$ cat src/rtl/conv_pkg.sv
// Shared types and constants for the convolution job scheduler.
package conv_pkg;

    localparam int ADDR_W = 8;
    localparam int CNT_W  = 5;

    localparam logic [ADDR_W-1:0] IMG_STRIDE = 8'd16;
    localparam logic [CNT_W-1:0]  MAX_IMGS   = 5'd16;

    typedef enum logic [3:0] {
        IDLE,
        RD_GO,
        RD_WAIT,
        CV_GO,
        CV_WAIT,
        WR_GO,
        WR_WAIT,
        NEXT,
        FIN
    } sched_state_t;

    // A zero count still processes one image; oversize counts saturate.
    function automatic logic [CNT_W-1:0] clamp_count(input logic [CNT_W-1:0] cnt);
        if (cnt == '0) begin
            return CNT_W'(1);
        end else if (cnt > MAX_IMGS) begin
            return MAX_IMGS;
        end else begin
            return cnt;
        end
    endfunction

endpackage

$ cat src/rtl/sched_watchdog.sv
// Phase watchdog: counts cycles spent waiting and flags when WDOG_CYC-1 is reached.
module sched_watchdog #(
    parameter int WDOG_CYC = 1024
) (
    input  logic clk,
    input  logic rst,
    input  logic clr,
    input  logic en,
    output logic expired
);

    localparam int CW = $clog2(WDOG_CYC);

    logic [CW-1:0] cnt_q;

    // NOTE: sequential state uses non-blocking assignments so every register sees pre-edge values.
    always_ff @(posedge clk) begin
        if (rst || clr) begin
            cnt_q <= '0;
        end else if (en && !expired) begin
            cnt_q <= cnt_q + CW'(1);
        end
    end

    assign expired = (cnt_q == CW'(WDOG_CYC - 1));

endmodule

$ cat src/rtl/conv_job_scheduler.sv
// Batch scheduler: walks each image of a job through read, convolve and write
// phases, with abort at phase boundaries and a per-phase watchdog.
module conv_job_scheduler
    import conv_pkg::*;
#(
    parameter int WDOG_CYC = 1024
) (
    input  logic              clk,
    input  logic              rst,
    input  logic              job_valid,
    output logic              job_ready,
    input  logic [ADDR_W-1:0] job_img_base,
    input  logic [ADDR_W-1:0] job_flt_base,
    input  logic [ADDR_W-1:0] job_out_base,
    input  logic [CNT_W-1:0]  job_count,
    input  logic              abort,
    output logic              rd_start,
    output logic [ADDR_W-1:0] rd_x,
    output logic [ADDR_W-1:0] rd_y,
    output logic [ADDR_W-1:0] rd_z,
    input  logic              rd_done,
    output logic              conv_start,
    input  logic              conv_done,
    output logic              wr_start,
    output logic [ADDR_W-1:0] wr_addr,
    input  logic              wr_done,
    output logic              busy,
    output logic [CNT_W-1:0]  img_idx,
    output logic              job_done,
    output logic              err
);

    sched_state_t      state_q;
    logic              job_ready_q, busy_q, job_done_q, err_q;
    logic              rd_start_q, conv_start_q, wr_start_q;
    logic              abort_pend_q, abort_pend_d;
    logic [CNT_W-1:0]  img_idx_q, count_q;
    logic [ADDR_W-1:0] img_addr_q, flt_addr_q, out_addr_q;
    logic [ADDR_W-1:0] img_addr_d, out_addr_d;
    logic              last_img, wd_clr, wd_en, wd_expired;

    always_comb begin
        // NOTE: default assignment first keeps this block from inferring a latch.
        abort_pend_d = abort_pend_q;
        if (busy_q && abort) begin
            abort_pend_d = 1'b1;
        end
    end

    // Addresses advance by stride rather than multiplying the index each image.
    assign img_addr_d = img_addr_q + IMG_STRIDE;
    assign out_addr_d = out_addr_q + IMG_STRIDE;
    assign last_img   = (img_idx_q == count_q - CNT_W'(1));

    assign wd_clr = state_q inside {RD_GO, CV_GO, WR_GO};
    assign wd_en  = state_q inside {RD_WAIT, CV_WAIT, WR_WAIT};

    sched_watchdog #(
        .WDOG_CYC(WDOG_CYC)
    ) u_wdog (
        .clk    (clk),
        .rst    (rst),
        .clr    (wd_clr),
        .en     (wd_en),
        .expired(wd_expired)
    );

    always_ff @(posedge clk) begin
        if (rst) begin
            state_q      <= IDLE;
            job_ready_q  <= 1'b1;
            busy_q       <= 1'b0;
            job_done_q   <= 1'b0;
            err_q        <= 1'b0;
            rd_start_q   <= 1'b0;
            conv_start_q <= 1'b0;
            wr_start_q   <= 1'b0;
            abort_pend_q <= 1'b0;
            img_idx_q    <= '0;
            count_q      <= '0;
            img_addr_q   <= '0;
            flt_addr_q   <= '0;
            out_addr_q   <= '0;
        end else begin
            rd_start_q   <= 1'b0;
            conv_start_q <= 1'b0;
            wr_start_q   <= 1'b0;
            job_done_q   <= 1'b0;
            abort_pend_q <= abort_pend_d;
            case (state_q)
                IDLE: begin
                    if (job_valid && job_ready_q) begin
                        state_q      <= RD_GO;
                        job_ready_q  <= 1'b0;
                        busy_q       <= 1'b1;
                        rd_start_q   <= 1'b1;
                        err_q        <= 1'b0;
                        abort_pend_q <= 1'b0;
                        img_idx_q    <= '0;
                        count_q      <= clamp_count(job_count);
                        img_addr_q   <= job_img_base;
                        flt_addr_q   <= job_flt_base;
                        out_addr_q   <= job_out_base;
                    end
                end
                RD_GO: state_q <= RD_WAIT;
                RD_WAIT: begin
                    if (rd_done) begin
                        state_q      <= CV_GO;
                        conv_start_q <= 1'b1;
                    end else if (wd_expired) begin
                        state_q    <= FIN;
                        err_q      <= 1'b1;
                        job_done_q <= 1'b1;
                    end
                end
                CV_GO: state_q <= CV_WAIT;
                CV_WAIT: begin
                    if (conv_done) begin
                        state_q    <= WR_GO;
                        wr_start_q <= 1'b1;
                    end else if (wd_expired) begin
                        state_q    <= FIN;
                        err_q      <= 1'b1;
                        job_done_q <= 1'b1;
                    end
                end
                WR_GO: state_q <= WR_WAIT;
                WR_WAIT: begin
                    if (wr_done) begin
                        state_q <= NEXT;
                    end else if (wd_expired) begin
                        state_q    <= FIN;
                        err_q      <= 1'b1;
                        job_done_q <= 1'b1;
                    end
                end
                NEXT: begin
                    if (last_img || abort_pend_d) begin
                        state_q    <= FIN;
                        job_done_q <= 1'b1;
                    end else begin
                        state_q    <= RD_GO;
                        rd_start_q <= 1'b1;
                        img_idx_q  <= img_idx_q + CNT_W'(1);
                        img_addr_q <= img_addr_d;
                        out_addr_q <= out_addr_d;
                    end
                end
                FIN: begin
                    state_q     <= IDLE;
                    busy_q      <= 1'b0;
                    job_ready_q <= 1'b1;
                end
                default: state_q <= IDLE;
            endcase
        end
    end

    assign job_ready  = job_ready_q;
    assign busy       = busy_q;
    assign job_done   = job_done_q;
    assign err        = err_q;
    assign rd_start   = rd_start_q;
    assign conv_start = conv_start_q;
    assign wr_start   = wr_start_q;
    assign img_idx    = img_idx_q;
    assign rd_x       = img_addr_q;
    assign rd_y       = flt_addr_q;
    assign rd_z       = out_addr_q;
    assign wr_addr    = out_addr_q;

endmodule

$ cat config.mk
export PLATFORM = sky130hd
export DESIGN_NAME = conv_job_scheduler
export DESIGN_NICKNAME = d
export VERILOG_FILES = /design/src/rtl/conv_pkg.sv /design/src/rtl/sched_watchdog.sv /design/src/rtl/conv_job_scheduler.sv
export SDC_FILE = /design/constraint.sdc
export NUM_CORES = 1
export LEC_CHECK = 0
export CELL_PAD_IN_SITES_DETAIL_PLACEMENT = 1
export CELL_PAD_IN_SITES_GLOBAL_PLACEMENT = 1
export CORE_MARGIN = 2
export CORE_UTILIZATION = 37
export DETAILED_ROUTE_END_ITERATION = 8
export GPL_ROUTABILITY_DRIVEN = 0
export PLACE_DENSITY_LB_ADDON = 0.1
export SLEW_MARGIN = 20
export SYNTH_ARGS = -nofsm -noshare
export SYNTH_HDL_FRONTEND = slang
export SYNTH_SLANG_ARGS = --single-unit
$ cat constraint.sdc
create_clock -name clk -period 3.7 [get_ports clk]
set_clock_uncertainty 0.15 [all_clocks]
set_input_delay 0.74 -clock clk [delete_from_list [all_inputs] [get_ports clk]]
set_output_delay 0.74 -clock clk [all_outputs]
set_load 0.02 [all_outputs]
==> results by stage, run 1 <==
Timing:
- The final critical delay including setup and external delays is 2440 ps.
- The max-slew violation count is 0.
- The total count of hold-check failures in the final report is 0.
- Of the available clock period, the critical path in the final layout requires 65.9%.
- The relative max-transition margin is 46.2%.
- For this run, the top clock speed supported by timing is 410 MHz.
- Summed over all failing endpoints, the final setup total negative slack is 0 ps.
- Once routing completed, OpenROAD measured the worst setup slack at 1260 ps.
- The transition time of the tightest slew-check pin is 807 ps.
- Setup repair after global routing left no endpoint under its margin.
- The final setup violation count is 0.

Global route:
- The wire length of the first global-routing pass is 12600 um.
- The largest net degree at the start of global routing is 44.
- The number of antenna violations at the first check in global routing was 0.
- The final global-route overflow total is 0.
- The global routing usage summed across all routing layers is 18.4%.
- The via count of the first global-routing pass is 2630.

Drt:
- The detailed router's first-iteration violation count is 62.
- After detailed routing, the number of vias per cell comes to 5.21.
- The number of routed nets with antenna violations is 0.
- After detailed routing, the number of remaining DRC violations is 0.
- The final routed wire length divided by cell count is 14.8 um.
- The routed design has 7290 um of wire.
- The detailed-routing iteration count for the pre-antenna-repair pass is 4.
- The via total after detailed routing is 2567.

Floorplan:
- The initial cell density of the core is 38.2%.
- The die footprint is 8240 um^2.
- The I/O pin count is 80.
- The floorplan step set the die height to 90.8 um.
- Measured along the x axis, the die boundary spans 90.8 um.
- The placeable core region is 7290 um^2.
- Row generation in the floorplan step produced 31 rows.

Cells and area:
- The number of inserted filler cells in the final layout is 894.
- The number of nets in the layout is 434.
- At the end of the flow the core is filled with cells to 50.5%.
- The number of antenna diodes in the final layout is 0.
- The growth of design area from synthesis to finish is 32.2%.
- Of the cells placed in the final design, the portion with a size suffix greater than 1 is 7.36%.

Pwr:
- VDD sags by at most 261 uV.
- For this design the total switching power over the nets is 422 uW.
- The cell-internal power is 1040 uW.
- Overall power consumption after layout is estimated at 1460 uW.
- The clock group share of total power is 29.7%.
- Per report_power, the sequential group accounts for 46.4% of the total.
- In this run, the combinational gates consume 23.9% of the power.
- The power per cell area is 397 nW/um^2.
- Net switching is 28.8% of the power.
- The leakage power total is 0.00134 uW.

Logic synthesis:
- The synthesized netlist contains 59 unique library cells.
- The number of cells produced by synthesis is 329.
- In this run the cell area of the synthesized design comes to 2790 um^2.
- The post-synthesis sequential element count is 56.
- Yosys printed 0 warnings.
- In the synthesized netlist the async set-or-reset flop fraction comes to 0%.
- The sequential area share after synthesis is 40.2%.
- When the netlist entered floorplanning its net count stood at 370.
- The synthesized design contains 0 enable-type register cells.
- The most common flop cell mapped by yosys is sky130_fd_sc_hd__dfxtp_1.
- The mean instance size in the synthesized netlist is 8.47 um^2.

Clock tree:
- The clock slew seen by the registers of the worst setup and hold paths is 90 ps.
- The clock tree root driver cell is sky130_fd_sc_hd__clkbuf_8.
- TritonCTS built the clock tree.
- The worst-case clock buffer depth is 2.
- The clock sink count is 56.
- The total number of H-tree levels is 2.
- The clock buffer count from CTS is 5.
- The count of hold-fix buffers inserted at cts is 0.
- In this run the post-CTS setup repair buffer count came out at 0.
- In this run, post-CTS repair resized a total of 0 instances.
- The clock reaches the later pin of the worst-skew pair after 310 ps.

Placed design:
- At the placement stage, the worst setup path has a slack of 928 ps.
- The wire-length estimate of the detail-placed layout is 5380 um.
- The number of input and output port buffers inserted is 79.

Worst setup path:
- The arrival time at the worst endpoint is 2490 ps.
- In this design, the largest share of critical-path delay is due to simple AND/OR/NAND/NOR gates.
- The largest stage delay on the critical path is 590 ps.
- The number of buffers and inverters on the critical path is 1.
- The maximum fanout along the worst path is 14.
- The worst path required time is 3750 ps.
- The critical path goes through clkdlybuf4s50_1 -> nand2_1 -> nor3b_4 -> nor2_2 -> and2_1 -> mux2_2.
- The largest individual stage delay along the critical path comes from the cell sky130_fd_sc_hd__nor3b_4.
- The type of element capturing the critical path is a flop.
- The type of origin of the critical path is an input port.
- The worst setup path is of the in2reg kind.

Outcome:
- The flow ran to the end, and the final reports show no timing, DRC or antenna violations.

Job:
- The tool flagged a number of max-cap violations equal to 0.

Hold path:
- The type of the tightest min-delay check is reg2reg.
==> through the flow <==
step	instance area, um^2	instances	hold slack [ps]
after floorplan	2790	329	299
after global placement	3560	485	293
after detailed placement	3560	485	301
after CTS	3680	493	315
after global routing	3680	493	330
final	3680	493	313
==> power groups by stage <==
| stage | Sequential, uW | Clock, uW | Combinational, uW |
|---|---|---|---|
| 5_1_grt | 687 | 471 | 383 |
| 3_5_place_dp | 694 | 0 | 353 |
| 2_1_floorplan | 713 | 0 | 190 |
| 4_1_cts | 680 | 447 | 354 |
| 6_report | 679 | 435 | 350 |
| 3_3_place_gp | 693 | 0 | 344 |
==> layer usage <==
metal	global-route usage (%)	share of wire [%]	vias to the layer above
li1	-	-	1267
met1	23.8	48	1239
met2	31.2	46	56
met3	4.42	5.0	5
met4	3.79	0.92	0
met5	0	0	-
==> layout by cell type (no fill, tap or decap), types with 3 or more instances in the layout <==
cell | Yosys | routed
sky130_fd_sc_hd__clkdlybuf4s50_1 | 0 | 78
sky130_fd_sc_hd__nand2_1 | 59 | 59
sky130_fd_sc_hd__dfxtp_1 | 56 | 56
sky130_fd_sc_hd__a21oi_1 | 36 | 36
sky130_fd_sc_hd__nand3_1 | 17 | 17
sky130_fd_sc_hd__nor2_1 | 16 | 16
sky130_fd_sc_hd__xor2_1 | 14 | 14
sky130_fd_sc_hd__nor3_1 | 10 | 10
sky130_fd_sc_hd__o21ai_0 | 8 | 8
sky130_fd_sc_hd__clkbuf_8 | 0 | 7
sky130_fd_sc_hd__inv_1 | 6 | 6
sky130_fd_sc_hd__o21ai_1 | 6 | 6
sky130_fd_sc_hd__xnor2_1 | 5 | 5
sky130_fd_sc_hd__nand4_1 | 5 | 5
sky130_fd_sc_hd__ha_1 | 5 | 5
sky130_fd_sc_hd__mux2i_1 | 4 | 4
sky130_fd_sc_hd__nand3b_1 | 4 | 4
sky130_fd_sc_hd__or3_1 | 4 | 4
sky130_fd_sc_hd__buf_4 | 10 | 4
sky130_fd_sc_hd__o21a_1 | 3 | 3
==> tightest hold or removal path: cells and delay by family (launching register included) <==
family,cells,cell delay (ps)
simple gates,1,50
compound gates,1,50
flops,1,320
==> layout make-up <==
cell class	count	area [um^2]	share of cell area (%)
Sequential cell	56	1120	30.4
Clock inverter	1	30.0	0.815
Clock buffer	7	96.3	2.61
Inverter	6	22.5	0.611
Multi-Input combinational cell	241	1480	40.0
Timing Repair Buffer	83	816	22.1
Tap cell	99	124	3.36
==> synth_stat cells, drive strengths merged (4+ instances only) <==
master	count	area, um^2
nor2	17	66.3
or3	4	25.0
ha	5	62.6
nand3b	4	30.0
xor2	14	123
a21oi	37	189
nand2	60	228
buf	17	134
nand4	5	31.3
inv	6	22.5
mux2i	4	40.0
xnor2	5	43.8
dfxtp	56	1120
nand3	17	85.1
o21ai	15	78.8
clkbuf	9	33.8
nor3	13	92.6
==> state kept, by name (all words and copies together), names as in the netlist <==
register      cells
count_q           5
wr_start          1
rd_start          1
state_q           4
job_done          1
rd_z              8
rd_x              8
u_wdog.cnt_q     10
conv_start        1
busy              1
img_idx           5
job_ready         1
abort_pend_q      1
rd_y              8
err               1
==> path summary, 6_finish.rpt <==
path,start,endpoint,slack (ps),cells past startpoint
setup / recovery,job_valid,img_idx[3],1260,6
hold / removal,rd_y[5],rd_y[5],310,2
setup reg to reg,state_q[2],rd_x[5],1350,5
hold reg to reg,rd_y[5],rd_y[5],310,2
==> cells by family after synthesis <==
logic type      count (synthesis)  synth area share, %
compound gates                 77                 17.7
xor+xnor                       19                 5.97
fa+ha+maj                       5                 2.25
buf+inv                        32                 6.82
flops                          56                 40.2
mux                             5                 1.84
simple gates                  135                 25.1
Note: power is estimated with default switching activity, not from simulation.
==> inputs of run 2 (changes only) <==
Settings changed: CORE_UTILIZATION 37 to 31.
Clock period 3.7 ns to 1.95 ns, I/O delays scaled along.
==> run 2 against run 1 <==
Final cell count increased by 9.3%. Non-clock buffer count increased by 37. Utilization decreased by 2.7 points. Register-to-register slack got worse by 1300 ps. Clock power increased by 48%. Sequential share of layout area decreased by 3.5 points. Die area increased by 18%. Critical path depth increased by 1. Via count increased by 4.1%. Design area increased by 13%. Combinational power increased by 130%. Critical path type is now reg2reg.
==> results by stage, run 2 (synthesis gave the netlist of run 1 again) <==
Pwr:
- In this run switching power makes up 31.8% of total power.
- The largest voltage drop on the vdd net is 307 uV.
- The sum of internal, switching and leakage power is 2720 uW.
- Combinational logic is responsible for 29.4% of the overall power.
- The analysis attributes to net switching a power of 866 uW.
- The cell-internal power is 1860 uW.
- The power per cell area is 652 nW/um^2.
- The leakage power total is 0.00175 uW.
- Of the total power, the clock network draws 23.6%.
- The fraction of power consumed by sequential logic is 46.9%.

Cells and area:
- The flip-flop count of the largest register, all copies and words added is 10.
- Of the cells placed in the final design, the portion with a size suffix greater than 1 is 22.5%.
- The library cells used most frequently in the layout, excluding fill and tap cells, are sky130_fd_sc_hd__clkdlybuf4s50_1, sky130_fd_sc_hd__nand2_1, sky130_fd_sc_hd__dfxtp_1, sky130_fd_sc_hd__buf_4, sky130_fd_sc_hd__a21oi_1.
- The filler cells instantiated in the layout total 1032.
- Summing all non-filler instances in the final layout gives an area of 4180 um^2.
- The number of nets in the layout is 471.
- Cells fill 47.9% of the core in the end.
- The count of inserted antenna diode cells is 0.
- Counting flops per register, the top entry is u_wdog.cnt_q.
- The growth of design area from synthesis to finish is 49.8%.
- The most frequent standard cell in the layout excluding fill and tap cells is sky130_fd_sc_hd__clkdlybuf4s50_1.

Clock tree:
- The clock slew seen by the registers of the worst setup and hold paths is 100 ps.
- The worst-case clock buffer depth is 2.
- The tree is rooted in a sky130_fd_sc_hd__clkbuf_8.
- The H-tree was split into 2 levels.
- TritonCTS built the clock tree.
- For the worst-skew pair, the clock arrives at the later sink with an insertion delay of 320 ps.
- The count of hold-fix buffers inserted at cts is 0.
- The clock buffer count from CTS is 5.
- The clock sink count is 56.

Placed design:
- After detailed placement, the total cell area comes to 3820 um^2.
- The HPWL after detailed placement is 5850 um.
- Input and output buffers added on the ports amount to 79.

Timing:
- The portion of the clock cycle consumed by the worst path in the final layout is 97.9%.
- The total count of hold-check failures in the final report is 0.
- Setup violations remaining at the end of the flow were counted as 0.
- Timing would allow up to 524 MHz.
- The max-slew violation count is 0.
- Headroom to the max-slew limit came out at 70.9%.
- On the final layout, the worst hold slack is 309 ps.
- The final critical delay including setup and external delays is 1910 ps.
- Setup repair after global routing could not meet its margin everywhere.
- At the pin with the least slew margin, the transition time is 433 ps.

Drt:
- After detailed routing, the average wire length per cell comes to 14.7 um.
- After detailed routing, the total wire length is 7900 um.
- In this run the remaining antenna-violating nets after routing total 0.
- The detail-routed via count per cell is 4.96.
- The total DRC errors in the routed layout is 0.
- In this run, the number of DRC markers left after iteration 0 of detailed routing was 52.
- The first detailed-routing pass ran for 4 iterations.
- The via total after detailed routing is 2673.

Global route:
- The number of antenna violations at the first check in global routing was 0.
- The global routing usage summed across all routing layers is 16.3%.
- Entering global routing, the biggest net connects 22 pins.
- The final global-route overflow total is 0.
- The first global-routing pass estimated 13100 um of wire.
- The via count of the first global-routing pass is 2761.

Outcome:
- The run finished with clean final reports.

Floorplan:
- Once the floorplan was initialized, standard cells occupied 32.0% of the core.
- The placeable core region is 8720 um^2.
- The floorplan step set the die height to 98.8 um.
- The row count is 34.
- 80 I/O pins were placed.
- The die covers 9760 um^2.
- In this run the horizontal extent of the chip is 98.8 um.

Worst setup path:
- STA puts the critical path data required time at 2010 ps.
- The critical path in this run is classified as reg2reg.
- The arrival time at the worst endpoint is 1970 ps.
- The type of element capturing the critical path is a flop.
- Along the worst path, the maximum fanout reaches 4.
- The type of origin of the critical path is a flop.

Job:
- The number of maximum-capacitance violations is 0.

Hold path:
- The worst hold path belongs to the class reg2reg.
[run 2: metal layers]
| layer | share of wire (%) | global-route usage, % | wire [um] |
|---|---|---|---|
| met1 | 45 | 20.9 | 3560 |
| met4 | 0.85 | 3.16 | 67 |
| met2 | 49 | 28.0 | 3840 |
| met3 | 5.5 | 4.11 | 431 |
| met5 | 0 | 0 | 0 |
[run 2: worst max-delay path, cell delays in order, from the launching register on]
cell	delay, ps
sky130_fd_sc_hd__dfxtp_2	350
sky130_fd_sc_hd__inv_2	50
sky130_fd_sc_hd__ha_4	170
sky130_fd_sc_hd__and4bb_1	210
sky130_fd_sc_hd__o211ai_1	280
sky130_fd_sc_hd__a211oi_2	90
sky130_fd_sc_hd__nor3_1	170
sky130_fd_sc_hd__mux2_2	350
[run 2: what timing repair did]
action,in CTS,in global routing
gates cloned,0,0
endpoints found under the setup margin,13,23
buffers inserted,5,1
gates resized for setup,13,43
pin swaps,6,18
[run 2: stage by stage]
step                std cells  worst slack [ps]  TNS (ps)
global route              539             -81.1      -454
floorplan                 329              34.6         0
detailed placement        525              -216     -2740
CTS                       538            -0.158    -0.158
global placement          525              -140     -1570
finish                    539              40.0         0
[run 2: power by group through the flow]
stage                     logic [uW]  clock network (uW)  registers [uW]
after CTS                        785                 675            1280
after global placement           748                   0            1300
after detailed placement         761                   0            1300
after floorplan                  360                   0            1350
after global routing             877                 726            1290
final                            802                 644            1280
[run 2: layout make-up]
type | instances | area, um^2 | area share (%)
clock inverter | 3 | 18.8 | 0.450
tap | 108 | 135 | 3.24
clock buffer | 5 | 68.8 | 1.65
inverter | 6 | 22.5 | 0.539
multi-input combinational | 241 | 1670 | 39.9
timing repair buffer | 120 | 1140 | 27.3
sequential | 56 | 1120 | 26.9
[run 2: final timing paths]
kind	start	end	slack, ps	depth (start not counted)
max reg2reg	count_q[0]	img_idx[3]	40	7
min reg2reg	rd_y[7]	rd_y[7]	310	2
min	rd_y[7]	rd_y[7]	310	2
max	count_q[0]	img_idx[3]	40	7
==> inputs of run 3 (changes only) <==
Settings changed: SKIP_LAST_GASP set to 1.
==> run 3 against run 2 <==
Utilization decreased by 0.10 points. Wire length about the same. Combinational power about the same. Total power about the same. Non-clock buffer count unchanged. First-iteration DRC count decreased by 15%. Critical endpoint is now img_idx[4].
==> results by stage, run 3 (synthesis gave the netlist of run 1 again) <==
Cells and area:
- The library cell used most frequently in the layout, excluding fill and tap cells, is sky130_fd_sc_hd__clkdlybuf4s50_1.
- The register with the most flip-flops in the final layout is u_wdog.cnt_q.
- The number of inserted filler cells in the final layout is 1036.
- The growth of design area from synthesis to finish is 49.5%.
- The number of antenna diodes in the final layout is 0.
- At the end of the flow, the number of nets in the layout was 471.
- In the final layout, the multi-input gates occupy 1660 um^2.
- The top cell types in the final layout, fill and taps aside, are sky130_fd_sc_hd__clkdlybuf4s50_1, sky130_fd_sc_hd__nand2_1, sky130_fd_sc_hd__dfxtp_1, sky130_fd_sc_hd__buf_4, sky130_fd_sc_hd__a21oi_1.
- Of the cells placed in the final design, the portion with a size suffix greater than 1 is 22.0%.
- The flip-flop count of the largest register, all copies and words added is 10.
- The finished layout holds 539 standard cells, fillers aside.
- The storage element area is 1120 um^2.

Timing:
- Setup violations remaining at the end of the flow were counted as 0.
- After routing, the total negative slack on setup checks comes to 0 ps.
- Setup repair after global routing could not meet its margin everywhere.
- The tightest hold path in the finished design has a slack of 310 ps.
- The total count of hold-check failures in the final report was 0.
- Based on the critical path, the design can be clocked at up to 519 MHz.
- Headroom to the max-slew limit came out at 66.2%.
- For the pin with the worst max-slew slack, the measured transition is 503 ps.
- The max-slew violation count is 0.
- For the finished layout, the period the worst path requires is 1930 ps.
- The portion of the clock cycle consumed by the worst path in the final layout is 98.9%.

Worst setup path:
- For the worst setup path, the data required time is 1410 ps.
- The type of origin of the critical path is a flop.
- STA puts the critical path data arrival time at 1390 ps.
- For flop-to-flop paths, the worst setup slack is 40 ps.
- The capture point of the worst reg-to-reg path is img_idx[3].
- The largest stage delay on the critical path is 650 ps.
- The type of the setup path with the least slack is reg2out.
- The critical path capture point is img_idx[4].
- The logic depth of the worst setup path including buffers is 1.
- The number of buffers and inverters on the critical path is 1.
- Of all nets on the critical path, the largest fanout is 4.
- For this design, the slowest cell found on the critical path is sky130_fd_sc_hd__clkdlybuf4s50_1.
- The startpoint identified for the worst register-to-register timing path is count_q[0].
- The critical path goes through clkdlybuf4s50_1.
- Counting cells, the worst reg-to-reg path comes to 7.
- The launching element of the worst setup path is img_idx[4].
- The type of element capturing the critical path is an output pin.
- The kind of cell with the highest combined delay along the critical path is buffers and inverters.

Clock tree:
- In this run, post-CTS hold repair placed 0 buffers.
- The H-tree was split into 2 levels.
- The clock insertion delay at the later pin of the skew report is 320 ps.
- The clock sink count is 56.
- The clock tree root driver cell is sky130_fd_sc_hd__clkbuf_8.
- TritonCTS built the clock tree.
- The clock slew seen by the registers of the worst setup and hold paths is 100 ps.
- In this run, CTS created clock tree buffers numbering 5.
- The worst-case clock buffer depth is 2.

Drt:
- The detail-routed via count per cell is 4.99.
- The detailed-routing iteration count for the pre-antenna-repair pass is 4.
- The count of nets left with antenna violations once routing finished came out at 0.
- The final wirelength is 7900 um.
- The final routed wire length divided by cell count is 14.7 um.
- For this block, the initial DRC count from the detailed router was 44.
- In the routed design, unresolved DRC markers number 0.
- The via total after detailed routing is 2687.

Placed design:
- The number of placed instances, taps included, is 525.
- Detailed placement finished with a half-perimeter wire length of 5850 um.
- In this run the tool buffered the top-level ports with 79 buffer cells.

Pwr:
- Internal power comes to 1860 uW.
- The share of power burned in combinational logic is 29.4%.
- The reported net switching power is 865 uW.
- In this run the static leakage power is 0.00173 uW.
- Summing internal, switching and leakage power gives 2720 uW.
- The switching power share of the total is 31.8%.
- Sequential cells account for 47.0% of the total power.
- IR analysis of the VDD net gives a maximum drop of 307 uV.
- Power spread over the standard cell area amounts to 653 nW/um^2.
- The clock network accounts for 23.7% of the total power.

Floorplan:
- The die footprint is 9760 um^2.
- The placeable core region is 8720 um^2.
- The die is 98.8 um tall.
- The width of the die is 98.8 um.
- The I/O pin count is 80.
- For this configuration, the core starts out at a cell density of 32.0%.
- The row count is 34.

Global route:
- The number of antenna violations at the first check in global routing came to 0.
- The largest net degree at the start of global routing is 22.
- The via count of the first global-routing pass is 2761.
- After global routing the overflow that remains totals 0.
- The first global-routing pass estimated 13100 um of wire.
- Across every metal layer, demand over resource in global routing totals 16.3%.

Outcome:
- The flow ran to the end, and the final reports show no timing, DRC or antenna violations.

Hold path:
- The hold path depth is 2.
- The type of the tightest min-delay check is reg2reg.

Job:
- The tool flagged a number of max-cap violations equal to 0.
-- run 3: area by class of cell --
cell class                      count  share of cell area (%)
Clock buffer                        5                    1.65
Clock inverter                      3                   0.450
Inverter                            6                   0.541
Multi-Input combinational cell    241                    39.8
Sequential cell                    56                    27.0
Tap cell                          108                    3.24
Timing Repair Buffer              120                    27.3
-- run 3: tightest hold or removal path, stage by stage, from the launching register on --
cell and delay [ps]:
sky130_fd_sc_hd__dfxtp_1 320, sky130_fd_sc_hd__nand2_1 50, sky130_fd_sc_hd__a21oi_1 50
-- run 3: metal layers --
layer,global-route usage [%],vias to the layer above,routed length (um)
li1,-,1343,-
met4,3.16,0,67
met1,20.9,1281,3540
met3,4.11,5,450
met2,28.0,58,3850
met5,0,-,0
-- run 3: power by group through the flow --
| stage | sequential [uW] | clock (uW) | combinational (uW) |
|---|---|---|---|
| 4_1_cts | 1280 | 675 | 785 |
| 6_report | 1280 | 644 | 800 |
| 5_1_grt | 1290 | 726 | 875 |
| 3_5_place_dp | 1300 | 0 | 761 |
| 3_3_place_gp | 1300 | 0 | 748 |
| 2_1_floorplan | 1350 | 0 | 360 |
-- run 3: metrics by stage --
step	cell area, um^2	setup slack [ps]	utilization [%]
3_5_place_dp	3820	-216	43.8
5_1_grt	4170	-81.1	47.8
6_report	4170	22.1	47.8
4_1_cts	3980	-1.04	45.6
2_1_floorplan	2790	34.6	-
3_3_place_gp	3820	-140	43.8
-- run 3: repair_timing --
item / 4_1_cts / 5_1_grt
pin swaps: 6 / 18
setup buffers: 5 / 1
endpoints found under the setup margin: 13 / 24
gates resized for setup: 12 / 40
gates cloned: 0 / 0
-- run 3: how the worst min path moves through the flow --
stage	from	slack (ps)	endpoint
after floorplan	u_wdog.cnt_q[1]	300	u_wdog.cnt_q[1]
after global placement	rd_x[2]	290	rd_x[2]
after detailed placement	rd_x[3]	300	rd_x[3]
after CTS	rd_x[3]	320	rd_x[3]
after global routing	rd_x[1]	340	rd_x[1]
final	rd_y[7]	310	rd_y[7]
